===== src/rtl/int_divider.sv =====
`default_nettype none
// +----------------------------------------------------------------------------+
// | int_divider: radix-2 restoring divider, RISC-V DIV/DIVU/REM/REMU results.   |
// | Revision: 1.0                                                              |
// +----------------------------------------------------------------------------+
module int_divider #(
  parameter int WIDTH = 64
) (
  input  logic             clk_i,
  input  logic             reset_ni,
  input  logic             start_i,
  input  logic             signed_i,
  input  logic [WIDTH-1:0] dividend_i,
  input  logic [WIDTH-1:0] divisor_i,
  input  logic             abort_i,
  output logic             busy_o,
  output logic             done_o,
  output logic [WIDTH-1:0] quot_o,
  output logic [WIDTH-1:0] rem_o,
  output logic             dz_o,
  output logic             ov_o
);

  localparam int CW = $clog2(WIDTH + 1);
  localparam logic [CW-1:0]    CNT_INIT = CW'(WIDTH);
  localparam logic [CW-1:0]    CNT_LAST = CW'(1);
  localparam logic [WIDTH-1:0] MIN_VAL  = {1'b1, {(WIDTH-1){1'b0}}};

  localparam logic [1:0] S_IDLE = 2'd0;
  localparam logic [1:0] S_CALC = 2'd1;
  localparam logic [1:0] S_FIX  = 2'd2;
  localparam logic [1:0] S_DONE = 2'd3;

  logic [1:0]       state;
  logic [WIDTH-1:0] dvd;
  logic [WIDTH-1:0] dvs;
  logic [WIDTH-1:0] prem;
  logic [CW-1:0]    cnt;
  logic             neg_q;
  logic             neg_r;
  logic             dz_flag;
  logic             ov_flag;

  logic             a_neg;
  logic             b_neg;
  logic [WIDTH-1:0] a_mag;
  logic [WIDTH-1:0] b_mag;
  logic             is_dz;
  logic             is_ov;
  logic [WIDTH:0]   shifted;
  logic             fits;

  assign a_neg = signed_i & dividend_i[WIDTH-1];
  assign b_neg = signed_i & divisor_i[WIDTH-1];
  // Negating MIN yields 2^(W-1), which is exact when read as unsigned.
  assign a_mag = a_neg ? -dividend_i : dividend_i;
  assign b_mag = b_neg ? -divisor_i  : divisor_i;
  assign is_dz = (divisor_i == '0);
  assign is_ov = signed_i && (dividend_i == MIN_VAL) && (divisor_i == '1);

  // Partial remainder keeps its top bit: with a large unsigned divisor it can exceed 2^(W-1).
  assign shifted = {prem, dvd[WIDTH-1]};
  assign fits    = (shifted >= {1'b0, dvs});

  assign busy_o = (state == S_CALC) || (state == S_FIX);
  assign done_o = (state == S_DONE);

  always_ff @(posedge clk_i or negedge reset_ni) begin
    if (!reset_ni) begin
      state   <= S_IDLE;
      dvd     <= '0;
      dvs     <= '0;
      prem    <= '0;
      cnt     <= '0;
      neg_q   <= 1'b0;
      neg_r   <= 1'b0;
      dz_flag <= 1'b0;
      ov_flag <= 1'b0;
      quot_o  <= '0;
      rem_o   <= '0;
      dz_o    <= 1'b0;
      ov_o    <= 1'b0;
    end else if (abort_i) begin
      state <= S_IDLE;
    end else begin
      case (state)
        S_IDLE, S_DONE: begin
          if (start_i) begin
            cnt <= CNT_INIT;
            dvs <= b_mag;
            // Special cases preload the quotient/remainder registers so FIX stays uniform.
            if (is_dz) begin
              dvd     <= '1;
              prem    <= dividend_i;
              neg_q   <= 1'b0;
              neg_r   <= 1'b0;
              dz_flag <= 1'b1;
              ov_flag <= 1'b0;
              state   <= S_FIX;
            end else if (is_ov) begin
              dvd     <= MIN_VAL;
              prem    <= '0;
              neg_q   <= 1'b0;
              neg_r   <= 1'b0;
              dz_flag <= 1'b0;
              ov_flag <= 1'b1;
              state   <= S_FIX;
            end else begin
              dvd     <= a_mag;
              prem    <= '0;
              neg_q   <= a_neg ^ b_neg;
              neg_r   <= a_neg;
              dz_flag <= 1'b0;
              ov_flag <= 1'b0;
              state   <= S_CALC;
            end
          end else begin
            state <= S_IDLE;
          end
        end
        S_CALC: begin
          dvd  <= {dvd[WIDTH-2:0], fits};
          prem <= fits ? WIDTH'(shifted - {1'b0, dvs}) : shifted[WIDTH-1:0];
          cnt  <= cnt - CNT_LAST;
          if (cnt == CNT_LAST) begin
            state <= S_FIX;
          end
        end
        S_FIX: begin
          quot_o <= neg_q ? -dvd  : dvd;
          rem_o  <= neg_r ? -prem : prem;
          dz_o   <= dz_flag;
          ov_o   <= ov_flag;
          state  <= S_DONE;
        end
        default: state <= S_IDLE;
      endcase
    end
  end

endmodule
`default_nettype wire


===== config.mk =====
export PLATFORM = sky130hd
export DESIGN_NAME = int_divider
export DESIGN_NICKNAME = d
export VERILOG_FILES = /design/src/rtl/int_divider.sv
export SDC_FILE = /design/constraint.sdc
export NUM_CORES = 1
export LEC_CHECK = 0
export ABC_CLOCK_PERIOD_IN_PS = 6800
export BUFFER_PORTS_ARGS = -buffer_cell sky130_fd_sc_hd__buf_2
export CAP_MARGIN = 25
export CORE_MARGIN = 2
export CORE_UTILIZATION = 40
export CTS_BUF_LIST = sky130_fd_sc_hd__clkbuf_4 sky130_fd_sc_hd__clkbuf_8
export DETAILED_ROUTE_END_ITERATION = 16
export GPL_ROUTABILITY_DRIVEN = 0
export SYNTH_ARGS = -nofsm -noshare
export SYNTH_HDL_FRONTEND = slang
export SYNTH_SLANG_ARGS = --single-unit

===== constraint.sdc =====
create_clock -name clk_i -period 6.8 [get_ports clk_i]
set_input_delay 0.34 -clock clk_i [delete_from_list [all_inputs] [get_ports clk_i]]
set_output_delay 0.34 -clock clk_i [all_outputs]
set_load 0.05 [all_outputs]

==> flow_summary_export.csv <==
group,metric,value,unit
outcome,outcome,"completed",
cts,htreeDepth,2,
setup_path,cp_max_fo,7,
synthesis,seq_area_frac_synth,36.0,%
pwr,ir_worst_vdd,0.235,mV
detailed_routing,wl_per_cell,20.5,um
setup_path,critPathArrivalTime,5.51,ns
synthesis,synth_edf_count,0,
detailed_routing,drt-initial-drc-count,2037,
detailed_routing,dr.pass1.iters,8,
setup_path,r2r_setup_slack,1.81,ns
synthesis,yosysTopAreaCellShare,36.0,%
pwr,p_per_area,572,mW/mm^2
synthesis,synth_xor_area_share,11.4,%
pwr,p_comb_share,60.5,%
timing,min_period_over_period,73.4,%
floorplan,start_util,40.4,%
setup_path,crit_buf_inv,0,
global_routing,grt_pass1_wl,124000,um
detailed_routing,postRouteAntennaNets,0,
cts,clock_path_buffers,3,
global_routing,antenna_found_initial,7,
detailed_routing,drt_wl_total,80600,um
synthesis,yosysTopAreaCell,"dfrtp_1",
timing,setup_violations,0,
synthesis,synth.top_cells.by_count,"434 x nand2_1, 392 x o21ai_0, 335 x dfrtp_1",
synthesis,synth-async-reset-ratio,100,%
global_routing,grt_pass1_vias,21200,
synthesis,synth-simple-area-share,18.8,%
timing,grt_setup_unrepaired,"false",
detailed_routing,dr_total_vias,22700,
timing,period_needed,4.99,ns
floorplan,ios,265,
setup_path,crit_slowest_cell,"nor3_1",
synthesis,synth-seq-cells,335,
floorplan,dieArea,0.0602,mm^2
synthesis,synthTopCellsByArea,"dfrtp_1 36%, o21ai_0 8.4%, xor2_1 7.2%",
timing,finalMaxSlewViolations,0,
placement,port_buffers,264,
timing,fmax,200,MHz
detailed_routing,drc,0,
synthesis,synth_top_family_by_area,"compound AO/OA/AOI/OAI gates",
cts,cts_setup_buffers,0,
cts,numCtsBuffers,59,
synthesis,ys.flop_type,"dfrtp_1",
synthesis,synth_area,0.0233,mm^2
timing,tns,0,ns
pwr,pwr-share-clk,13.1,%
detailed_routing,wl_met3,6420,um
timing,relSlewSlack,32.0,%
synthesis,synth_compound_area_share,24.2,%
finish,nets,3318,
timing,fin_skew,0.0279,ns
cts,cts_tree,"yes",
setup_path,critPathKind,"register to register",
setup_path,crit_top_cell,"or4_4",
detailed_routing,vias_per_cell,5.76,
global_routing,grt_max_degree,132,
synthesis,synthAdderAreaFrac,4.06,%
placement,hpwl,60900,um
synthesis,synth.most_common_cell,"nand2_1",
finish,fin_util,46.5,%
synthesis,syn-mean-instance-area,8.03,um^2
setup_path,critPathTopFamily,"simple AND/OR/NAND/NOR gates",
finish,area_delta_synth_final,15.1,%
detailed_routing,drt-met1-wl,36700,um
pwr,intPower,0.00714,W
setup_path,crit_path_end_kind,"register",
global_routing,grt-ovfl-total,0,
timing,final-hold-violation-count,0,
cts,cts.clk_slew.worst_paths,0.07,ns
pwr,p_leak,11.6,nW
cts,cts_hold_buffers,33,
detailed_routing,dr_wl_met2,35000,um
floorplan,dieWidth,245,um
floorplan,die_h,245,um
finish,drive_gt1_share,14.2,%
synthesis,muxShareOfSynthArea,0.930,%
detailed_routing,highest_layer,"met5",
cts,clock_latency,0.68,ns
pwr,p_switching,0.00819,W
min_path,min_path_type,"primary input to register",
synthesis,synth_cells,2901,
pwr,pwr-share-seq,26.4,%
synthesis,yosys.cell_types.count,69,
global_routing,grtUsageTotal,26.1,%
floorplan,coreArea,0.0576,mm^2
floorplan,rows,88,
cts,cts-root-buf,"clkbuf_8",
synthesis,synth_nets,3109,
setup_path,crit_path_start_kind,"register",
setup_path,cp_cell_sequence,"or4_1, nor3_1, nand4_2, or4_4, or4_4, or4_4, or4_4, o31ai_2, xnor2_1, o21ai_1",
pwr,p_sw_share,53.4,%
flow_run,drv_cap,0,
cts,clock_sinks,335,
cts,cts-resized-gates,0,
setup_path,slowest_delay,0.68,ns
synthesis,yosysWarningCount,0,
setup_path,critical_path_required,7.32,ns
timing,tightest_slew,1.02,ns
metrics by stage:
stage | cell area (um^2) | worst slack [ns] | total power [W] | std cells | hold slack (ns)
5_1_grt | 26800 | 1.50 | 0.0164 | 3930 | 0.0320
6_report | 26800 | 1.81 | 0.0153 | 3934 | 0.0351
3_5_place_dp | 25200 | 1.72 | 0.0131 | 3781 | 0.367
3_3_place_gp | 25100 | 1.73 | 0.0129 | 3777 | 0.362
4_1_cts | 26800 | 1.71 | 0.0152 | 3924 | 0.000532
2_1_floorplan | 23300 | 2.72 | 0.0105 | 2901 | 0.0444
layout by cell type (no fill, tap or decap), types with 24 or more instances in the layout:
master / count
buf_2: 264
nand3_1: 38
nand4_1: 46
dlygate4sd3_1: 33
or4_1: 30
nor3_1: 62
nor4_1: 34
o41ai_1: 32
a221oi_1: 46
o31ai_1: 69
xnor2_1: 111
inv_1: 112
a21oi_1: 223
a21o_1: 29
dfrtp_1: 333
nand2_1: 434
a31oi_1: 24
o21ai_0: 392
clkbuf_8: 72
nor2_1: 179
ha_1: 73
xor2_1: 191
or3_1: 36
registers in the layout, summed over array words and instances, names as in the netlist, 2 cells and up:
| name | count |
|---|---|
| dvd | 64 |
| quot_o | 64 |
| dvs | 64 |
| rem_o | 64 |
| cnt | 7 |
| state | 2 |
| prem | 64 |
power by group through the flow:
stage / combinational (W) / clock, W / sequential (W)
global placement: 0.00896 / 0 / 0.00398
global route: 0.0101 / 0.00214 / 0.00416
detailed placement: 0.00907 / 0 / 0.00404
finish: 0.00927 / 0.00201 / 0.00405
CTS: 0.00913 / 0.00205 / 0.00401
floorplan: 0.00572 / 0 / 0.00476
area by class of cell:
type                            count  area [um^2]
Clock buffer                       88         1110
Fill cell                        5657        30800
Inverter                          112          420
Multi-Input combinational cell   2281        13900
Timing Repair Buffer              321         1890
Antenna cell                       10         25.0
Clock inverter                     22          150
Sequential cell                   335         8390
Tap cell                          765          957
worst reg2reg max path, delay by kind of cell, from the launching register on:
family	cells	cell delay [ns]
AOI/OAI and AO/OA	2	0.54
xor gates and xnor gates	1	0.37
DFF	1	0.43
and+or+nand+nor	7	3.52
per-layer routing:
metal  up-vias  GRT usage, %
met5         -             0
met1     10700          38.1
met3       159          3.88
met4         2          8.63
met2      1014          39.5
li1      10800             -
cells by family (layout without fill, tap and decap cells):
kind of cell             Yosys count  after routing
buffers and inverters            285            543
adder cells (fa/ha/maj)           75             75
AO/OA/AOI/OAI                    937            937
AND/OR/NAND/NOR                  947            947
multiplexers                      20             20
other                              0             10
XOR/XNOR                         302            302
flip-flops                       335            335
path summary, 6_finish.rpt:
path / cells past startpoint / from / to
max reg2reg: 10 / dvd[10]$_DFFE_PN0P_ / quot_o[63]$_DFFE_PN0P_
min: 3 / divisor_i[58] / dvs[58]$_DFFE_PN0P_
min in group asynchronous: 2 / reset_ni / dvd[5]$_DFFE_PN0P_
max in group asynchronous: 3 / reset_ni / neg_r$_DFFE_PN0P_
min reg2reg: 2 / quot_o[21]$_DFFE_PN0P_ / quot_o[21]$_DFFE_PN0P_
max: 10 / dvd[10]$_DFFE_PN0P_ / quot_o[63]$_DFFE_PN0P_
Power figures use the tool's default switching activity.
